[config.mk]
export PLATFORM = sky130hd
export DESIGN_NAME = trax_turn_sequencer
export DESIGN_NICKNAME = d
export VERILOG_FILES = /design/src/rtl/trax_pkg.sv /design/src/rtl/trax_edge_sync.sv /design/src/rtl/trax_turn_sequencer.sv
export SDC_FILE = /design/constraint.sdc
export NUM_CORES = 1
export LEC_CHECK = 0
export BUFFER_PORTS_ARGS = -buffer_cell sky130_fd_sc_hd__buf_2
export CAP_MARGIN = 0
export CORE_MARGIN = 2
export CORE_UTILIZATION = 57
export CTS_CLUSTER_SIZE = 16
export DETAILED_ROUTE_END_ITERATION = 8
export PLACE_DENSITY = 0.86
export SYNTH_ARGS = -nofsm -noshare
export SYNTH_HDL_FRONTEND = slang
export SYNTH_HIERARCHICAL = 1
export SYNTH_SLANG_ARGS = --single-unit
[constraint.sdc]
create_clock -name clk -period 4.4 [get_ports clk]
set_input_delay 0.88 -clock clk [delete_from_list [all_inputs] [get_ports clk]]
set_output_delay 0.88 -clock clk [all_outputs]
set_load 0.01 [all_outputs]
[src/rtl/trax_pkg.sv]
// Shared definitions for the Trax turn sequencer: move word layout, tile
// codes, timer widths and the sequencer state encoding.
package trax_pkg;

    // Move word layout: [21:20] tile, [19:10] col, [9:0] row
    localparam int MOVE_W   = 22;
    localparam int TILE_W   = 2;
    localparam int COORD_W  = 10;
    localparam int TILE_MSB = 21;
    localparam int TILE_LSB = 20;
    localparam int COL_MSB  = 19;
    localparam int COL_LSB  = 10;
    localparam int ROW_MSB  = 9;
    localparam int ROW_LSB  = 0;

    localparam logic [TILE_W-1:0] TILE_PLUS   = 2'b01;
    localparam logic [TILE_W-1:0] TILE_SLASH  = 2'b10;
    localparam logic [TILE_W-1:0] TILE_BSLASH = 2'b11;

    localparam int WDOG_W  = 16;
    localparam int ROUND_W = 16;

    typedef enum logic [3:0] {
        IDLE       = 4'd0,
        APPLY_OPP  = 4'd1,
        AUTO_OPP   = 4'd2,
        COMMIT_OPP = 4'd3,
        CHOOSE     = 4'd4,
        APPLY_OWN  = 4'd5,
        AUTO_OWN   = 4'd6,
        COMMIT_OWN = 4'd7,
        SEND       = 4'd8,
        ERROR      = 4'd9
    } trax_state_t;

    // Phase states are the ones that hand work to an engine and wait for its done
    function automatic logic is_phase(input trax_state_t s);
        return (s == APPLY_OPP) || (s == AUTO_OPP) || (s == COMMIT_OPP) ||
               (s == CHOOSE)    || (s == APPLY_OWN) || (s == AUTO_OWN) ||
               (s == COMMIT_OWN);
    endfunction

endpackage

[src/rtl/trax_edge_sync.sv]
// Brings the transceiver end_receive level into the clk domain and turns its
// rising edge into a single-cycle pulse.
module trax_edge_sync (
    input  logic clk,
    input  logic reset,
    input  logic d_in,
    output logic edge_pulse
);
    logic sync_q1;
    logic sync_q2;
    logic prev_q;

    // Two-flop synchroniser followed by the edge history register
    always_ff @(posedge clk or posedge reset) begin
        if (reset) begin
            sync_q1 <= 1'b0;
            sync_q2 <= 1'b0;
            prev_q  <= 1'b0;
        end else begin
            sync_q1 <= d_in;
            sync_q2 <= sync_q1;
            prev_q  <= sync_q2;
        end
    end

    assign edge_pulse = sync_q2 & ~prev_q;

endmodule

[src/rtl/trax_turn_sequencer.sv]
// Turn sequencer for a Trax player: applies the opponent move, runs the
// forced-move and commit engines, asks the chooser for our move, applies it
// and hands it to the transmitter.
//
// state      | meaning
// -----------+-----------------------------------------------------------
// IDLE       | waiting for a received move (end_receive rising edge)
// APPLY_OPP  | placing the opponent tile held in move_apply
// AUTO_OPP   | resolving forced tiles after the opponent move
// COMMIT_OPP | committing the board after the opponent move
// CHOOSE     | chooser searching for our move
// APPLY_OWN  | placing our tile held in move_apply
// AUTO_OWN   | resolving forced tiles after our move
// COMMIT_OWN | committing the board after our move
// SEND       | one cycle: start_transmit pulse, round advances
// ERROR      | no legal move or a phase timed out; left only by reset
module trax_turn_sequencer #(
    parameter int MOVE_W  = trax_pkg::MOVE_W,
    parameter int TIMEOUT = 65535
) (
    input  logic              clk,
    input  logic              reset,
    input  logic              end_receive,
    input  logic              color,
    input  logic [MOVE_W-1:0] move_rx,
    output logic              apply_start,
    output logic              auto_start,
    output logic              commit_start,
    output logic              choose_start,
    input  logic              apply_done,
    input  logic              auto_done,
    input  logic              commit_done,
    input  logic              choose_done,
    input  logic [MOVE_W-1:0] chosen_move,
    input  logic              chosen_valid,
    output logic [MOVE_W-1:0] move_apply,
    output logic [MOVE_W-1:0] move_tx,
    output logic              start_transmit,
    output logic              busy,
    output logic              error,
    output logic              overrun,
    output logic [15:0]       round
);
    import trax_pkg::*;

    // Watchdog counts down from TIMEOUT-1; the phase has used its budget when it reaches zero
    localparam logic [WDOG_W-1:0] WD_LOAD = WDOG_W'(TIMEOUT - 1);

    trax_state_t         state_q;
    trax_state_t         state_d;
    logic                edge_pulse;
    logic                entering;
    logic                wdog_expired;
    logic [WDOG_W-1:0]   wdog_q;
    logic [ROUND_W-1:0]  round_q;
    logic [MOVE_W-1:0]   move_apply_q;
    logic [MOVE_W-1:0]   move_apply_d;
    logic [MOVE_W-1:0]   move_tx_q;
    logic [MOVE_W-1:0]   move_tx_d;
    logic [MOVE_W-1:0]   first_move;
    logic                apply_start_q;
    logic                apply_start_d;
    logic                auto_start_q;
    logic                auto_start_d;
    logic                commit_start_q;
    logic                commit_start_d;
    logic                choose_start_q;
    logic                choose_start_d;
    logic                start_transmit_q;
    logic                start_transmit_d;
    logic                overrun_q;
    logic                busy_int;

    trax_edge_sync u_edge_sync (
        .clk        (clk),
        .reset      (reset),
        .d_in       (end_receive),
        .edge_pulse (edge_pulse)
    );

    // White opening move: a plus tile at the origin
    always_comb begin
        first_move = '0;
        first_move[MOVE_W-1 -: TILE_W] = TILE_PLUS;
    end

    assign busy_int     = (state_q != IDLE) && (state_q != ERROR);
    assign wdog_expired = is_phase(state_q) && (wdog_q == '0);

    // State register
    always_ff @(posedge clk or posedge reset) begin
        if (reset) begin
            state_q <= IDLE;
        end else begin
            state_q <= state_d;
        end
    end

    // Next-state, move latching and start-pulse decode; a done always beats the watchdog
    always_comb begin
        state_d      = state_q;
        move_apply_d = move_apply_q;
        move_tx_d    = move_tx_q;

        unique case (state_q)
            IDLE: begin
                if (edge_pulse) begin
                    if ((round_q == '0) && !color) begin
                        move_apply_d = first_move;
                        move_tx_d    = first_move;
                        state_d      = APPLY_OWN;
                    end else begin
                        move_apply_d = move_rx;
                        state_d      = APPLY_OPP;
                    end
                end
            end
            APPLY_OPP: begin
                if (apply_done)        state_d = AUTO_OPP;
                else if (wdog_expired) state_d = ERROR;
            end
            AUTO_OPP: begin
                if (auto_done)         state_d = COMMIT_OPP;
                else if (wdog_expired) state_d = ERROR;
            end
            COMMIT_OPP: begin
                if (commit_done)       state_d = CHOOSE;
                else if (wdog_expired) state_d = ERROR;
            end
            CHOOSE: begin
                if (choose_done) begin
                    if (chosen_valid) begin
                        move_apply_d = chosen_move;
                        move_tx_d    = chosen_move;
                        state_d      = APPLY_OWN;
                    end else begin
                        state_d = ERROR;
                    end
                end else if (wdog_expired) begin
                    state_d = ERROR;
                end
            end
            APPLY_OWN: begin
                if (apply_done)        state_d = AUTO_OWN;
                else if (wdog_expired) state_d = ERROR;
            end
            AUTO_OWN: begin
                if (auto_done)         state_d = COMMIT_OWN;
                else if (wdog_expired) state_d = ERROR;
            end
            COMMIT_OWN: begin
                if (commit_done)       state_d = SEND;
                else if (wdog_expired) state_d = ERROR;
            end
            SEND:    state_d = IDLE;
            ERROR:   state_d = ERROR;
            default: state_d = IDLE;
        endcase

        entering         = (state_d != state_q);
        apply_start_d    = entering && ((state_d == APPLY_OPP) || (state_d == APPLY_OWN));
        auto_start_d     = entering && ((state_d == AUTO_OPP) || (state_d == AUTO_OWN));
        commit_start_d   = entering && ((state_d == COMMIT_OPP) || (state_d == COMMIT_OWN));
        choose_start_d   = entering && (state_d == CHOOSE);
        start_transmit_d = entering && (state_d == SEND);
    end

    // Move registers, start pulses, watchdog, turn counter and overrun flag
    always_ff @(posedge clk or posedge reset) begin
        if (reset) begin
            move_apply_q     <= '0;
            move_tx_q        <= '0;
            apply_start_q    <= 1'b0;
            auto_start_q     <= 1'b0;
            commit_start_q   <= 1'b0;
            choose_start_q   <= 1'b0;
            start_transmit_q <= 1'b0;
            wdog_q           <= '0;
            round_q          <= '0;
            overrun_q        <= 1'b0;
        end else begin
            move_apply_q     <= move_apply_d;
            move_tx_q        <= move_tx_d;
            apply_start_q    <= apply_start_d;
            auto_start_q     <= auto_start_d;
            commit_start_q   <= commit_start_d;
            choose_start_q   <= choose_start_d;
            start_transmit_q <= start_transmit_d;

            if (entering) begin
                wdog_q <= WD_LOAD;
            end else if (wdog_q != '0) begin
                wdog_q <= wdog_q - 16'd1;
            end

            if (state_q == SEND) begin
                round_q <= round_q + 16'd1;
            end

            // A move arriving mid-turn is dropped; only the flag remembers it
            if (edge_pulse && busy_int) begin
                overrun_q <= 1'b1;
            end
        end
    end

    assign apply_start    = apply_start_q;
    assign auto_start     = auto_start_q;
    assign commit_start   = commit_start_q;
    assign choose_start   = choose_start_q;
    assign start_transmit = start_transmit_q;
    assign move_apply     = move_apply_q;
    assign move_tx        = move_tx_q;
    assign busy           = busy_int;
    assign error          = (state_q == ERROR);
    assign overrun        = overrun_q;
    assign round          = round_q;

endmodule

Word level (Yosys, flattened, before mapping)
Index checks and enable logic that the tools add are counted.
Storage, ports and cells
  bits of input ports: 53
  output and inout port bits: 68
  flip-flop bits (word level): 89
  logic and storage cells: 91
Operators by class
  eq/ne operators: 23
  $add $sub $neg: 2
  reductions and logical operators: 28
  bitwise logic cells: 2
  muxes and demuxes: 22
Operators by type and width (count)
  22-bit two-way mux: 6
  22-bit one-hot mux with 2 select lines: 2
  4-bit two-way mux: 10
  4-bit one-hot mux with 9 select lines: 1
  4-bit by 3-bit equality test with 1-bit output, second input constant: 8
  16-bit zero test: 2
  16-bit two-way mux: 2
  16-bit by 1-bit adder with 16-bit output, second input constant: 1
  4-bit by 2-bit equality test with 1-bit output, second input constant: 4
  16-bit nonzero test: 1
  16-bit by 1-bit subtractor with 16-bit output, second input constant: 1
  4-bit equality test, second input constant: 3
  1-bit logical AND: 9
  1-bit logical OR: 9
  4-bit by 1-bit equality test with 1-bit output, second input constant: 2
  2-bit inequality test, second input constant: 4
  5-bit AND reduction: 1
  4-bit zero test: 1
  4-bit inequality test: 1
  4-bit inequality test, second input constant: 1
  4-bit AND reduction: 1
  2-bit nonzero test: 2
  4-bit nonzero test: 1
  3-bit two-way mux: 1
  3 further kinds: 3

Longest topological paths before layout
Gate-level depths: netlist (run 1).
  depth after elaboration: 14
  gate-level depth with buffers: 8
  depth with buffers taken out: 6

Modules after synthesis
Netlist (run 1), hierarchy kept.
By module, submodules not included
  trax_turn_sequencer: seq. area each 2152.1 um2, area each 4300.4 um2, cells an instance 427, instances 1
  trax_edge_sync: seq. area each 75.1 um2, area each 92.6 um2, cells an instance 5, instances 1

Worst setup path before layout (run 1)
No wires, ideal clock.
  path kind: input port to flip-flop
  from: input color
  to: register move_tx_q[0], in the netlist move_tx[0]
  stages on the path: 5
  library setup time: 0.079 ns
  setup slack: 2.220 ns
  arrival: 2.100 ns
  data required time: 4.321 ns
  cells stage by stage: nor4_1 nand4_1 o21ai_1 buf_2 mux2i_1
Between the ends
  longest elaborated chain between the ends: 4
Ends and longest elaborated chain
  from (decl): RTL line trax_turn_sequencer.sv:24  | input logic color,
  1-bit zero test: RTL line trax_turn_sequencer.sv:108  | if ((round_q == '0) && !color) begin
  1-bit logical AND: RTL line trax_turn_sequencer.sv:108
  2-bit inequality test (no line)
  5-bit AND reduction (no line)
  to (signal assigned): RTL line trax_turn_sequencer.sv:183  | move_tx_q <= move_tx_d;
  to (decl): RTL line trax_turn_sequencer.sv:58  | logic [MOVE_W-1:0] move_tx_q;
Every way passes these cells.
A chain may end at the register's enable or synchronous reset.

Worst setup path after layout (run 1)
  from: register state_q[0]
  to: output error
Between the ends
  longest elaborated chain between the ends: 1
Ends and longest elaborated chain
  from (decl): RTL line trax_turn_sequencer.sv:49  | trax_state_t state_q;
  from (signal assigned): RTL line trax_turn_sequencer.sv:95  | state_q <= state_d;
  4-bit equality test: RTL line trax_turn_sequencer.sv:215  | assign error = (state_q == ERROR);
  to (decl): RTL line trax_turn_sequencer.sv:40  | output logic error,
Every way passes these cells.

==> results of run 1 <==
## where the power goes
part,internal [mW],total (mW),switching [mW]
Combinational,0.465,1.05,0.590
Sequential,1.05,1.25,0.202
Clock,0.206,0.501,0.295
## cell usage in the layout, fill, tap and decap left out, types with 8 or more instances in the layout
cell       netlist  final
o31ai_1          8      8
dfrtp_1         89     89
a21oi_1         23     23
xnor2_1         12     12
nor2_1          16     16
mux2i_1         23     23
a2bb2oi_1       21     21
inv_1           35     34
clkbuf_8         0      9
nand2_1         40     40
buf_2            5    120
nand3_1         28     28
nand4_1         17     17
## cell usage after synthesis (5+ instances only)
cell | instances | share of area
buf_2 | 5 | 0.0057
o21ai_0 | 7 | 0.0080
o31ai_1 | 8 | 0.014
nor4_1 | 5 | 0.0071
xor2_1 | 5 | 0.010
or4_1 | 5 | 0.0085
mux2i_1 | 23 | 0.052
nand3_1 | 28 | 0.032
nand4_1 | 17 | 0.024
a21oi_1 | 23 | 0.026
nor2_1 | 16 | 0.014
xnor2_1 | 12 | 0.024
inv_1 | 35 | 0.030
nand2_1 | 40 | 0.034
a2bb2oi_1 | 21 | 0.042
or3_1 | 6 | 0.0085
dfrtp_1 | 89 | 0.51
clkbuf_1 | 17 | 0.015
## worst reg2reg max path: cells and delay by family (launching register included)
family,cells,cell delay (ns)
flip-flops,1,0.41
multiplexers,1,0.31
buffers and inverters,2,0.37
adder cells (fa/ha/maj),1,0.19
AND/OR/NAND/NOR,2,0.39
AO/OA/AOI/OAI,1,0.77
## how the worst min path moves through the flow
stage                                        from                            end  slack [ns]  cells past startpoint
global placement    u_edge_sync/sync_q1$_DFF_PP0_  u_edge_sync/sync_q2$_DFF_PP0_        0.34                      0
detailed placement  u_edge_sync/sync_q1$_DFF_PP0_  u_edge_sync/sync_q2$_DFF_PP0_        0.34                      0
global route        u_edge_sync/sync_q1$_DFF_PP0_  u_edge_sync/sync_q2$_DFF_PP0_        0.37                      0
floorplan           u_edge_sync/sync_q1$_DFF_PP0_  u_edge_sync/sync_q2$_DFF_PP0_        0.33                      0
finish              u_edge_sync/sync_q1$_DFF_PP0_  u_edge_sync/sync_q2$_DFF_PP0_        0.36                      0
CTS                 u_edge_sync/sync_q1$_DFF_PP0_  u_edge_sync/sync_q2$_DFF_PP0_        0.36                      0
## per-stage QoR
stage	total power, mW	setup slack, ns	cell area (um^2)	hold slack (ns)
3_5_place_dp	2.30	1.65	5060	0.339
6_report	2.81	1.82	5230	0.358
2_1_floorplan	1.92	1.30	4390	0.331
4_1_cts	2.81	1.85	5230	0.362
3_3_place_gp	2.26	1.75	5060	0.339
5_1_grt	2.99	1.70	5230	0.373
## layer usage
layer	part of all wire	global-route usage	up-vias
li1	-	-	1779
met1	0.43	0.347	1875
met5	0	0	-
met4	0.014	0.0746	0
met2	0.50	0.434	141
met3	0.054	0.0386	13
## final cells by class
class                           instances  area, um^2
Multi-Input combinational cell        282        1930
Tap cell                              102         128
Sequential cell                        89        2230
Clock inverter                          6        43.8
Timing Repair Buffer                  124         631
Clock buffer                           10         128
Fill cell                             588        2380
Inverter                               36         136
## cells by family after synthesis
group,count (synthesis),share of synthesized area
XOR/XNOR,17,0.0339
AO/OA/AOI/OAI,80,0.127
adder cells (fa/ha/maj),4,0.0114
multiplexers,25,0.0575
flip-flops,89,0.507
AND/OR/NAND/NOR,156,0.206
buffers and inverters,61,0.0570
## sequential cells by signal, indices dropped and copies added (netlist names)
signal and count:
move_apply 22, move_tx 22, round 16, wdog_q 16
state_q 4, apply_start 1, auto_start 1, choose_start 1
commit_start 1, overrun 1, start_transmit 1, u_edge_sync/prev_q 1
u_edge_sync/sync_q1 1, u_edge_sync/sync_q2 1
==> results.yml, run 1 <==
critical_path:
  start_kind: "flop"
  crit_arrival_ns: 1.70
  path_class: "reg2out"
  cp_num_cells: 2
  crit_chain: "nor4b_1 > buf_2"
  crit_required_ns: 3.52
  ff2ff_path_depth: 7
  crit_path_max_incr_delay_ns: 0.72
  worst-path-max-fanout: 19
  critPathBufInv: 1
  r2r_start: "round[0]$_DFFE_PP0N_"
  endpoint: "error"
  crit_path_start: "state_q[0]$_DFF_PP0_"
  cp-end-kind: "output pin"
  critPathTopFamily: "flip-flops"
  timing.rr.end: "move_tx[16]$_DFFE_PP0P_"
  r2r_slack_ns: 1.90
  cp_slowest_cell: "dfrtp_1"
clock_network:
  cts_tree: "yes"
  clk_pin_slew_worst_paths_ns: 0.08
  cts_buffer_depth: 2
  cts_max_level: 3
  ctsResizeCount: 0
  cts.sinks: 89
  cts_root_buf: "clkbuf_8"
  cts_buffers: 9
  post_cts_buffers: 0
  clock_latency_ns: 0.36
  ctsHoldBuffers: 0
placement:
  place_inst: 633
  dp.final_hpwl_um: 7490
  gp_congestion: 0.849
  io_buffers: 120
floorplan:
  die_h_um: 91.8
  start_util: 0.577
  die_w_um: 91.8
  rows: 32
  core_mm2: 0.00761
  pin_count: 121
  dieArea_mm2: 0.00843
power:
  peakVddDrop_v: 0.000264
  power.density_mw_per_mm2: 537
  p_leak_nw: 2.40
grt:
  grt_pass1_wl_um: 17500
  track_usage: 0.257
  grt_max_degree: 56
  overflow: 0
  antenna_found_initial: 0
  grt_pass1_vias: 3681
yosys:
  postSynthAreaPerCell_um2: 10.2
  seq_area_frac_synth: 0.507
  syn_nets: 489
  synth_area_mm2: 0.00439
  synth.distinct_cells: 54
  ys.flop_type: "dfrtp_1"
  ys_ff_latch: 89
  yosysWarnings: 6
  async_flop_share: 1.00
  synth_edf_count: 0
  synthesis.instances: 432
detailed_routing:
  route.detailed.drc: 0
  vias: 3808
  wirelength_um: 10700
  via_per_inst: 5.87
  dr.pass1.iters: 5
  drt-initial-drc-count: 281
  drtAntennaViolNets: 0
  wire_per_inst_um: 16.5
timing:
  worstMarginPinSlew_ns: 1.04
  clock.fmax_mhz: 388
  setup_viol_count_final: 0
  rsz0062_at_grt: "false"
  slew_violations: 0
  hold_viol: 0
  finalSetupTns_ns: 0
  period_needed_ns: 2.58
  fin_crit_sh: 0.585
  fin_worst_skew_ns: 0.0130
  relSlewSlack: 0.299
finish:
  syn_to_final_growth_pct: 19.0
  finalNetCount: 599
  utilization: 0.687
  diodes: 0
  drive_above_1_share: 0.289
  fin_cells: 649
status:
  status: "completed"
job:
  max_cap_viol_count: 0
hold_path:
  hp-class: "reg2reg"
Power figures use the tool's default switching activity.
==> inputs of run 2 (changes only) <==
CORE_UTILIZATION = 53   (was 57)
PLACE_DENSITY = 0.81   (was 0.86)
clock period = 2.4 ns   (was 4.4 ns; I/O delays follow)
==> results.yml, run 2 (synthesized netlist as in run 1, its figures left out) <==
power:
  pwr-share-clk: 0.204
  pwr-share-seq: 0.414
  switching_power_mw: 2.03
  internal_power_mw: 3.35
  power.share.switching: 0.377
  peakVddDrop_v: 0.000466
  pwr-share-comb: 0.382
  power.density_mw_per_mm2: 996
  p_leak_nw: 2.49
detailed_routing:
  drtAntennaViolNets: 0
  dr.pass1.iters: 4
  drt-initial-drc-count: 237
  vias: 3798
  wire_per_inst_um: 16.3
  route.detailed.drc: 0
  via_per_inst: 5.73
  wirelength_um: 10800
timing:
  period_needed_ns: 2.23
  fin_worst_skew_ns: 0.0168
  clock.fmax_mhz: 448
  finalSetupTns_ns: 0
  rsz0062_at_grt: "false"
  fin_crit_sh: 0.929
  hold_viol: 0
  worstMarginPinSlew_ns: 0.650
  relSlewSlack: 0.565
  setup_viol_count_final: 0
  slew_violations: 0
  whs_ns: 0.230
critical_path:
  cp-end-kind: "flop"
  ff2ff_path_depth: 7
  worst-path-max-fanout: 9
  path_class: "reg2reg"
  crit_required_ns: 2.69
  start_kind: "flop"
  crit_arrival_ns: 2.52
  r2r_slack_ns: 0.17
placement:
  io_buffers: 120
  gp_congestion: 0.886
  dp.final_hpwl_um: 7710
  place_inst: 646
grt:
  grt_max_degree: 43
  grt_pass1_vias: 3612
  grt_pass1_wl_um: 17200
  track_usage: 0.242
  antenna_found_initial: 0
  overflow: 0
finish:
  syn_to_final_growth_pct: 22.9
  final_common_cell: "buf_2"
  utilization: 0.664
  drive_above_1_share: 0.303
  finalNetCount: 610
  mostFrequentLayoutCells: "buf_2 (120), dfrtp_1 (89), nand2_1 (40), inv_1 (34), nand3_1 (28)"
  diodes: 0
  fin_cells: 663
clock_network:
  cts_max_level: 3
  cts_buffers: 9
  cts_buffer_depth: 2
  cts_tree: "yes"
  cts.sinks: 89
  clk_pin_slew_worst_paths_ns: 0.09
  clock_latency_ns: 0.37
  cts_root_buf: "clkbuf_8"
  post_cts_buffers: 0
job:
  max_cap_viol_count: 0
floorplan:
  die_h_um: 95.0
  core_mm2: 0.00813
  die_w_um: 95.0
  pin_count: 121
  dieArea_mm2: 0.00903
  start_util: 0.540
  rows: 33
status:
  status: "completed"
hold_path:
  min_delay_path_depth: 1
  hp-class: "in2reg"
[run 2: cell count changes in the layout (fill, tap and decap cells not counted), sizes merged]
cell         before  now
bufinv            0    1
clkinvlp          4    2
dlygate4sd3       0    1
buf             124  134
inv              36   37
[run 2: stage by stage]
step / instance area (um^2) / power (mW) / setup slack (ns)
after floorplan: 4400 / 3.53 / 0.388
after global placement: 5170 / 4.21 / 0.392
after detailed placement: 5170 / 4.30 / 0.286
after CTS: 5400 / 5.39 / 0.204
after global routing: 5400 / 5.72 / 0.0528
final: 5400 / 5.38 / 0.170
[run 2: final timing paths]
| kind | startpoint | end |
|---|---|---|
| worst max-delay path | wdog_q[0]$_DFFE_PP0P_ | wdog_q[9]$_DFFE_PP0P_ |
| worst min-delay path | end_receive | u_edge_sync/sync_q1$_DFF_PP0_ |
| worst max register to register | wdog_q[0]$_DFFE_PP0P_ | wdog_q[9]$_DFFE_PP0P_ |
| worst min register to register | u_edge_sync/sync_q1$_DFF_PP0_ | u_edge_sync/sync_q2$_DFF_PP0_ |
| max in group asynchronous | reset | move_tx[12]$_DFFE_PP0P_ |
| min in group asynchronous | reset | u_edge_sync/prev_q$_DFF_PP0_ |
[run 2: cell type report]
cell class	instances	area, um^2
sequential	89	2230
clock inverter	6	75.1
inverter	36	139
multi-input combinational	282	1930
tap	105	131
fill	645	2740
timing repair buffer	135	753
clock buffer	10	138
[run 2: layer usage]
metal	up-vias	track usage	wire length (um)
li1	1791	-	-
met1	1838	0.326	4640
met2	143	0.387	5270
met3	26	0.0474	631
met4	0	0.0990	279
met5	-	0	0
[run 2: what timing repair did]
item | in CTS | in global routing
gates resized for setup | 0 | 0
hold buffers | 1 | 0
setup endpoints to repair | 0 | 0
hold endpoints to repair | 3 | 0
[run 2: worst max-delay path, cell delays in order, from the launching register on]
cell,delay (ns)
dfrtp_1,0.43
inv_1,0.11
ha_1,0.17
nor4b_1,0.37
and4_1,0.43
o21ai_1,0.28
buf_4,0.26
nand4_1,0.10
[run 2: power by group through the flow]
| stage | Clock [mW] | Sequential, mW | Combinational, mW |
|---|---|---|---|
| 6_report | 1.10 | 2.22 | 2.06 |
| 3_3_place_gp | 0 | 2.22 | 1.99 |
| 2_1_floorplan | 0 | 2.36 | 1.16 |
| 4_1_cts | 1.11 | 2.22 | 2.06 |
| 5_1_grt | 1.17 | 2.28 | 2.27 |
| 3_5_place_dp | 0 | 2.24 | 2.06 |
==> inputs of run 3 (changes only) <==
CORE_UTILIZATION = 52   (was 53)
PLACE_DENSITY = 0.8   (was 0.81)
SYNTH_HIERARCHICAL = not set   (was 1)
==> results.yml, run 3 <==
yosys:
  yosysMostFrequentCell: "nand2_1"
  synth_top_area_frac: 0.534
  syn_nets: 486
  synth_area_mm2: 0.00417
  synth_top_area_cell: "dfrtp_1"
  postSynthAreaPerCell_um2: 9.72
  seq_area_frac_synth: 0.534
  synthesis.instances: 429
  synth_edf_count: 0
  synthTopCellsByArea: "dfrtp_1 (53%), nand2_1 (8.3%), o21ai_1 (5.0%), a21boi_0 (3.8%), xor2_1 (2.7%)"
  ys_ff_latch: 89
  async_flop_share: 1.00
  yosysWarnings: 0
  ys.flop_type: "dfrtp_1"
  synth.distinct_cells: 50
  netlist_top_cells_count: "nand2_1 (92), dfrtp_1 (89), o21ai_1 (42)"
timing:
  fin_crit_sh: 0.930
  hold_viol: 0
  period_needed_ns: 2.23
  slew_violations: 0
  relSlewSlack: 0.669
  whs_ns: 0.224
  clock.fmax_mhz: 448
  setup_viol_count_final: 0
  rsz0062_at_grt: "false"
  finalSetupTns_ns: 0
  post-route-worst-setup-slack_ns: 0.169
  fin_worst_skew_ns: 0.0107
  worstMarginPinSlew_ns: 0.495
power:
  internal_power_mw: 3.27
  pwr-share-comb: 0.393
  power.share.switching: 0.386
  pwr-share-seq: 0.410
  power.density_mw_per_mm2: 1030
  p_leak_nw: 2.48
  power_mw: 5.32
  switching_power_mw: 2.05
  peakVddDrop_v: 0.000666
  pwr-share-clk: 0.197
floorplan:
  rows: 32
  core_mm2: 0.00773
  die_w_um: 93.5
  pin_count: 121
  dieArea_mm2: 0.00875
  start_util: 0.539
  die_h_um: 93.5
clock_network:
  post_cts_buffers: 0
  clock_latency_ns: 0.36
  cts_tree: "yes"
  clk_pin_slew_worst_paths_ns: 0.09
  cts_buffers: 9
  cts_buffer_depth: 2
  ctsHoldBuffers: 0
  cts.sinks: 89
  ctsResizeCount: 0
  cts_max_level: 3
  cts_root_buf: "clkbuf_8"
grt:
  overflow: 0
  grt_pass1_vias: 3320
  antenna_found_initial: 0
  track_usage: 0.233
  grt_max_degree: 90
  grt_pass1_wl_um: 16000
finish:
  utilization: 0.666
  stdcell_area_mm2: 0.00514
  drive_above_1_share: 0.298
  fin_cells: 659
  syn_to_final_growth_pct: 23.4
  mostFrequentLayoutCells: "buf_2 (120), nand2_1 (92), dfrtp_1 (89), o21ai_1 (42), a21boi_0 (21)"
  final_common_cell: "buf_2"
  finalNetCount: 609
  diodes: 0
placement:
  dp.final_hpwl_um: 6940
  io_buffers: 120
  dp_worst_setup_slack_ns: 0.185
  place_area_mm2: 0.00494
  place_inst: 643
  gp_congestion: 0.854
critical_path:
  start_kind: "flop"
  path_class: "reg2reg"
  worst-path-max-fanout: 8
  crit_required_ns: 2.64
  cp-end-kind: "flop"
  crit_arrival_ns: 2.47
detailed_routing:
  route.detailed.drc: 0
  vias: 3529
  drtAntennaViolNets: 0
  wirelength_um: 9770
  drt-initial-drc-count: 135
  via_per_inst: 5.36
  wire_per_inst_um: 14.8
  dr.pass1.iters: 4
hold_path:
  hp-class: "in2async"
status:
  status: "completed"
job:
  max_cap_viol_count: 0
run 3: final timing paths:
check	from	to	cells after the start	slack [ns]
min	reset	move_tx[3]$_DFFE_PP0P_	3	0.22
max reg2reg	wdog_q[4]$_DFFE_PP0P_	state_q[2]$_DFF_PP0_	6	0.17
max in group asynchronous	reset	wdog_q[7]$_DFFE_PP0P_	3	1.81
min in group clk	end_receive	u_edge_sync.sync_q1$_DFF_PP0_	1	0.23
min reg2reg	u_edge_sync.sync_q1$_DFF_PP0_	u_edge_sync.sync_q2$_DFF_PP0_	0	0.35
max	wdog_q[4]$_DFFE_PP0P_	state_q[2]$_DFF_PP0_	6	0.17
run 3: layout make-up:
class	count	area, um^2
fill	635	2580
sequential	89	2230
multi-input combinational	305	1810
timing repair buffer	136	733
tap	102	128
clock buffer	9	124
clock inverter	7	77.6
inverter	11	45.0
run 3: power by group through the flow:
stage / combinational [mW] / sequential, mW / clock (mW)
after floorplan: 1.16 / 2.33 / 0
after global placement: 2.05 / 2.18 / 0
after detailed placement: 2.12 / 2.20 / 0
after CTS: 2.12 / 2.18 / 1.07
after global routing: 2.35 / 2.23 / 1.12
final: 2.09 / 2.18 / 1.05
run 3: cells by family (layout without fill, tap and decap cells):
group,Yosys count,after routing,synth area share
buffers and inverters,35,163,0.0336
flip-flops,89,89,0.534
AND/OR/NAND/NOR,178,178,0.221
multiplexers,2,2,0.00781
AO/OA/AOI/OAI,96,96,0.138
XOR/XNOR,25,25,0.0525
adder cells (fa/ha/maj),4,4,0.0120
run 3: critical path: stages (launching register included):
cell and delay, ns:
dfrtp_1 0.42, or4_1 0.61, nand4bb_1 0.41, buf_4 0.27
nor3_1 0.20, a211o_1 0.14, nand3_1 0.07
run 3: metal layers:
| layer | part of all wire | global-route usage | routed length, um | vias to the layer above |
|---|---|---|---|---|
| li1 | - | - | - | 1720 |
| met3 | 0.050 | 0.0338 | 493 | 14 |
| met1 | 0.45 | 0.318 | 4440 | 1690 |
| met2 | 0.48 | 0.378 | 4670 | 105 |
| met4 | 0.017 | 0.0907 | 165 | 0 |
| met5 | 0 | 0 | 0 | - |
